==> src/rtl/str_sender_pkg.sv <==
// ---------------------------------------------------------------------------
// str_sender_pkg
// Shared definitions for the string sender: string IDs used by the mode
// subsystems, ASCII line terminators, ROM sizing and the sender FSM states.
// ---------------------------------------------------------------------------
package str_sender_pkg;

    localparam int STR_MAX_LEN = 10;
    localparam int NUM_STR     = 8;
    localparam int STR_ID_W    = $clog2(NUM_STR);
    localparam int IDX_W       = $clog2(STR_MAX_LEN + 1);
    localparam int STR_W       = 8 * STR_MAX_LEN;

    typedef logic [IDX_W-1:0] idx_t;

    localparam logic [2:0] STR_ID_WELCOME = 3'd0;
    localparam logic [2:0] STR_ID_MODE_IN = 3'd1;
    localparam logic [2:0] STR_ID_GEN     = 3'd2;
    localparam logic [2:0] STR_ID_SHOW    = 3'd3;
    localparam logic [2:0] STR_ID_SET     = 3'd4;
    localparam logic [2:0] STR_ID_CALC    = 3'd5;
    localparam logic [2:0] STR_ID_ERROR   = 3'd6;
    localparam logic [2:0] STR_ID_DONE    = 3'd7;

    localparam logic [7:0] ASCII_CR = 8'h0D;
    localparam logic [7:0] ASCII_LF = 8'h0A;

    typedef enum logic [2:0] {
        ST_IDLE,
        ST_SEND_BODY,
        ST_SEND_CR,
        ST_SEND_LF,
        ST_DONE
    } state_e;

endpackage

==> src/rtl/str_sender_rom.sv <==
// ---------------------------------------------------------------------------
// str_sender_rom
// Combinational string table: (id, idx) -> character, id -> body length.
// Bodies are stored right-aligned in a packed vector (first character in the
// most significant occupied byte), so character idx of a length-L string
// sits at byte position L-1-idx.
//
// Ports:
//   id_i    string ID
//   idx_i   character index within the body
//   char_o  character at idx_i (0x00 when idx_i >= length)
//   len_o   body length of string id_i, excluding CR LF
// ---------------------------------------------------------------------------
module str_sender_rom
    import str_sender_pkg::*;
(
    input  logic [STR_ID_W-1:0] id_i,
    input  idx_t                idx_i,
    output logic [7:0]          char_o,
    output idx_t                len_o
);

    logic [STR_W-1:0] body;
    logic [STR_W-1:0] shifted;
    int               shift;

    always_comb begin
        body  = '0;
        len_o = '0;
        case (id_i)
            STR_ID_WELCOME: begin body = STR_W'("welcome");   len_o = idx_t'(7); end
            STR_ID_MODE_IN: begin body = STR_W'("mode-in");   len_o = idx_t'(7); end
            STR_ID_GEN:     begin body = STR_W'("mode-gen");  len_o = idx_t'(8); end
            STR_ID_SHOW:    begin body = STR_W'("mode-show"); len_o = idx_t'(9); end
            STR_ID_SET:     begin body = STR_W'("mode-set");  len_o = idx_t'(8); end
            STR_ID_CALC:    begin body = STR_W'("mode-calc"); len_o = idx_t'(9); end
            STR_ID_ERROR:   begin body = STR_W'("error");     len_o = idx_t'(5); end
            STR_ID_DONE:    begin body = STR_W'("done");      len_o = idx_t'(4); end
            default:        begin body = '0;                  len_o = '0;        end
        endcase
    end

    always_comb begin
        shift   = 8 * (int'(len_o) - 1 - int'(idx_i));
        shifted = '0;
        char_o  = 8'h00;
        if (idx_i < len_o) begin
            shifted = body >> shift;
            char_o  = shifted[7:0];
        end
    end

endmodule

==> src/rtl/str_sender.sv <==
// ---------------------------------------------------------------------------
// str_sender
// Responder for the sender_str string-request protocol. A one-cycle request
// latches a string ID; the body bytes followed by CR LF are streamed over a
// valid/ready byte interface to the UART transmitter, then sender_done pulses
// for one cycle before the block becomes ready again.
//
// state        | meaning
// -------------+-----------------------------------------------------------
// ST_IDLE      | ready for a request, no traffic
// ST_SEND_BODY | presenting body byte idx_q of the latched string
// ST_SEND_CR   | presenting 0x0D
// ST_SEND_LF   | presenting 0x0A
// ST_DONE      | one-cycle sender_done pulse, still not ready
//
// Ports:
//   clk, rst_n      clock, asynchronous active-low reset
//   sender_str      one-cycle request strobe (honoured only in ST_IDLE)
//   sender_str_id   string ID, sampled with sender_str
//   sender_ready    high only in ST_IDLE
//   sender_done     one-cycle pulse after LF has been handed off
//   tx_data/tx_valid/tx_ready  byte stream to uart_tx
// ---------------------------------------------------------------------------
module str_sender
    import str_sender_pkg::*;
(
    input  logic                clk,
    input  logic                rst_n,
    input  logic                sender_str,
    input  logic [STR_ID_W-1:0] sender_str_id,
    output logic                sender_ready,
    output logic                sender_done,
    output logic [7:0]          tx_data,
    output logic                tx_valid,
    input  logic                tx_ready
);

    state_e              state_q, state_d;
    idx_t                idx_q,   idx_d;
    logic [STR_ID_W-1:0] id_q,    id_d;

    logic [STR_ID_W-1:0] rom_id;
    logic [7:0]          rom_char;
    idx_t                rom_len;
    logic                xfer;

    // In IDLE the ROM looks at the incoming ID so a zero-length body can
    // skip straight to CR on the request edge.
    assign rom_id = (state_q == ST_IDLE) ? sender_str_id : id_q;

    str_sender_rom u_rom (
        .id_i   (rom_id),
        .idx_i  (idx_q),
        .char_o (rom_char),
        .len_o  (rom_len)
    );

    assign xfer = tx_valid && tx_ready;

    always_ff @(posedge clk or negedge rst_n) begin
        if (!rst_n) begin
            state_q <= ST_IDLE;
            idx_q   <= '0;
            id_q    <= '0;
        end else begin
            state_q <= state_d;
            idx_q   <= idx_d;
            id_q    <= id_d;
        end
    end

    always_comb begin
        state_d      = state_q;
        idx_d        = idx_q;
        id_d         = id_q;
        sender_ready = 1'b0;
        sender_done  = 1'b0;
        tx_valid     = 1'b0;
        tx_data      = 8'h00;

        case (state_q)
            ST_IDLE: begin
                sender_ready = 1'b1;
                if (sender_str) begin
                    id_d    = sender_str_id;
                    idx_d   = '0;
                    state_d = (rom_len == '0) ? ST_SEND_CR : ST_SEND_BODY;
                end
            end
            ST_SEND_BODY: begin
                tx_valid = 1'b1;
                tx_data  = rom_char;
                if (xfer) begin
                    // Hold idx at len-1 on the last byte so it never runs
                    // past the body.
                    if (idx_q == rom_len - idx_t'(1)) begin
                        state_d = ST_SEND_CR;
                    end else begin
                        idx_d = idx_q + idx_t'(1);
                    end
                end
            end
            ST_SEND_CR: begin
                tx_valid = 1'b1;
                tx_data  = ASCII_CR;
                if (xfer) state_d = ST_SEND_LF;
            end
            ST_SEND_LF: begin
                tx_valid = 1'b1;
                tx_data  = ASCII_LF;
                if (xfer) state_d = ST_DONE;
            end
            ST_DONE: begin
                sender_done = 1'b1;
                state_d     = ST_IDLE;
            end
            default: begin
                state_d = ST_IDLE;
            end
        endcase
    end

endmodule
==> config.mk <==
export PLATFORM = sky130hd
export DESIGN_NAME = str_sender
export DESIGN_NICKNAME = d
export VERILOG_FILES = /design/src/rtl/str_sender_pkg.sv /design/src/rtl/str_sender_rom.sv /design/src/rtl/str_sender.sv
export SDC_FILE = /design/constraint.sdc
export NUM_CORES = 1
export LEC_CHECK = 0
export BUFFER_PORTS_ARGS = -buffer_cell sky130_fd_sc_hd__buf_4
export CORE_MARGIN = 3
export CORE_UTILIZATION = 58
export DETAILED_ROUTE_END_ITERATION = 8
export GPL_TIMING_DRIVEN = 0
export PLACE_DENSITY = 0.84
export SLEW_MARGIN = 20
export SYNTH_ARGS = -nofsm -noshare
export SYNTH_HDL_FRONTEND = slang
export SYNTH_SLANG_ARGS = --single-unit
==> constraint.sdc <==
create_clock -name clk -period 7.15 [get_ports clk]
set_clock_uncertainty 0.05 [all_clocks]
set_input_delay 0.3575 -clock clk [delete_from_list [all_inputs] [get_ports clk]]
set_output_delay 0.3575 -clock clk [all_outputs]
set_load 0.1 [all_outputs]
==> impl_metrics.tcl <==
set metrics [dict create \
    hold_depth 2 \
    outcome "complete, no violations" \
    final_cells 314 \
    area_growth_pct 13.29 \
    synth_area_leaders "ha_1, dfrtp_1, a21oi_1" \
    clk_latency_ns 0.27 \
    fmax_ghz 0.1478 \
    hp-start "sender_str" \
    setup_viol 0 \
    crit_path_end_kind "output pin" \
    worstPathRequired_ns 6.74 \
    critPathKind "reg2out" \
    synth_common_cells "ha_1, nand2_1, a21oi_1" \
    rr_startpoint "state_q[2]" \
    ctsHtreeMaxLevel 1 \
    num_antenna_cells 0 \
    cts_made_buffers 3 \
    finalMaxSlewViolations 0 \
    die-area_um2 4145 \
    synthMuxAreaShare 0.05506 \
    cp_max_fo 10 \
    reg2reg_depth 16 \
    grt-ovfl-total 0 \
    drt-total-wl_um 4976 \
    detail-route-antenna-nets 0 \
    min_period_ns 6.765 \
    grt_pass1_wl_um 8176 \
    io_buffers 15 \
    synth-simple-area-share 0.2247 \
    rrSetupSlack_ns 2.79 \
    cts_tree "built" \
    antenna_found_initial 0 \
    hold_path_end "idx_q[2]" \
    syn-cell-area_um2 1977 \
    clk_pin_slew_ns 0.06 \
    ys.flop_type "dfrtp_1" \
    grtUsageTotal 0.2440 \
    drtPass1Iterations 4 \
    drt_iter0_markers 262 \
    yosysSeqAreaShare 0.1266 \
    hpwl_um 3907 \
    fillerInstances 275 \
    gp_congestion 0.9303 \
    synthXorXnorAreaFrac 0.03987 \
    fp.dieH_um 64.38 \
    avgSynthCellArea_um2 8.036 \
    cp-start-kind "flop" \
    ys_seq_elements 10 \
    yosysWarnings 0 \
    cp.arrival_ns 6.36 \
    yosysTopAreaCell "ha_1" \
    hold_viol 0 \
    cts.sinks 10 \
    drcViolationCount 0 \
    pin_count 18 \
    layout.nets 304 \
    cap_violations 0 \
    whs_ns 0.2510 \
    hold_class "in2reg" \
    clockBufferDepth 2 \
    vias_per_cell 6.242 \
    grt_start_max_net_pins 11 \
    coreArea_um2 3153 \
    root_buffer "clkbuf_4" \
    synthDistinctLibCells 70 \
    async_flop_share 1.000 \
    tightest_slew_ns 0.5897 \
    synth_top_family_by_area "compound AO/OA/AOI/OAI gates" \
    dr_total_vias 1960 \
    grt_pass1_vias 1764 \
    initial_utilization 0.6270 \
    fin_crit_sh 0.9462 \
    wl_per_cell_um 15.85 \
    drive_above_1_share 0.2222 \
    post-cts-setup-buffers 0 \
    synthMostInstantiatedCell "ha_1" \
    rsz0062_at_grt "no" \
    row_count 20 \
    netlist_instances 246 \
    dp.cells 309 \
    slew_headroom 0.6056 \
    synth_adder_area_share 0.1684 \
    chipWidth_um 64.38 \
    reg2reg_to "idx_q[3]" \
    synth_compound_area_frac 0.2854 \
    netlist.area_leader.share 0.1582 \
    synth-edff-count 0 \
]
metrics by stage:
stage | setup TNS [ns] | util | setup WS [ns] | cell area [um^2]
global route | 0 | 0.7103 | 0.04464 | 2240
global placement | 0 | 0.6909 | 0.4713 | 2178
finish | 0 | 0.7103 | 0.3846 | 2240
CTS | 0 | 0.7056 | 0.1104 | 2225
detailed placement | 0 | 0.6909 | 0.4355 | 2178
floorplan | -0.9716 | - | -0.3522 | 2011
per-layer routing:
metal | track usage | up-vias | routed length [um]
li1 | - | 951 | -
met5 | 0 | - | 0
met3 | 0.02109 | 9 | 355
met1 | 0.3390 | 905 | 2265
met4 | 0.04749 | 0 | 53
met2 | 0.4111 | 95 | 2302
layout by cell type (no fill, tap or decap), drive strengths merged, types with 4 or more instances in the layout:
cell	count
inv	16
a31oi	6
nand3	7
clkbuf	11
mux2	7
a211oi	4
o21ai	16
conb	6
ha	25
a21oi	19
nor2	12
nand2b	8
nand2	23
nor2b	4
and2	4
xnor2	7
o211ai	8
nor3	5
buf	23
dfrtp	10
a21o	4
layout make-up:
cell class | count | area [um^2] | area share
multi-input cells | 209 | 1584 | 0.7073
flip-flops and latches | 10 | 250.2 | 0.1117
plain buffers | 15 | 128.9 | 0.05754
repair buffers | 16 | 122.6 | 0.05475
inverters | 16 | 62.56 | 0.02793
well taps | 44 | 55.05 | 0.02458
clock buffers | 4 | 36.28 | 0.01620
flip-flops by register name, summed over array words and instances (netlist names):
| signal | count |
|---|---|
| idx_q | 4 |
| id_q | 3 |
| state_q | 3 |
cell families (layout without fill, tap and decap cells):
| group | after synthesis | count (layout) |
|---|---|---|
| buffers and inverters | 31 | 51 |
| other | 2 | 6 |
| AOI/OAI and AO/OA | 78 | 78 |
| DFF | 10 | 10 |
| and+or+nand+nor | 80 | 80 |
| xor gates and xnor gates | 9 | 9 |
| adders and majority gates | 26 | 26 |
| muxes | 10 | 10 |
critical path, cell delays in order (launching register included):
cell      delay [ns]
dfrtp_1         0.39
buf_6           0.15
nor3_4          0.33
clkbuf_2        0.30
mux2_2          0.44
ha_1            0.42
o21ai_0         0.21
o21ai_0         0.25
inv_1           0.13
ha_1            0.35
inv_1           0.05
ha_1            0.28
nor2b_1         0.17
o21ai_0         0.10
nand2b_1        0.16
a21o_1          0.14
ha_1            0.22
nor4bb_1        0.27
nand3_1         0.18
a211oi_4        0.36
nand2b_2        0.09
o32a_4          0.43
a221oi_2        0.32
buf_4           0.34
worst max-delay path by stage:
| stage | startpoint | endpoint | slack [ns] | cells after the start |
|---|---|---|---|---|
| after floorplan | state_q[2] | tx_data[0] | -0.35 | 22 |
| after global placement | state_q[2] | tx_data[3] | 0.47 | 23 |
| after detailed placement | state_q[2] | tx_data[3] | 0.44 | 23 |
| after CTS | state_q[2] | tx_data[3] | 0.11 | 23 |
| after global routing | state_q[2] | tx_data[3] | 0.04 | 23 |
| final | state_q[2] | tx_data[3] | 0.38 | 23 |
timing repair:
| item | 4_1_cts | 5_1_grt |
|---|---|---|
| endpoints found under the hold margin | 10 | 0 |
| gates resized for setup | 0 | 4 |
| hold buffers | 1 | 0 |
| setup endpoints to repair | 0 | 7 |
Power is left out: the tool's default activity adds up to more than one toggle a clock period on the data nets, which glitch-free logic cannot reach.
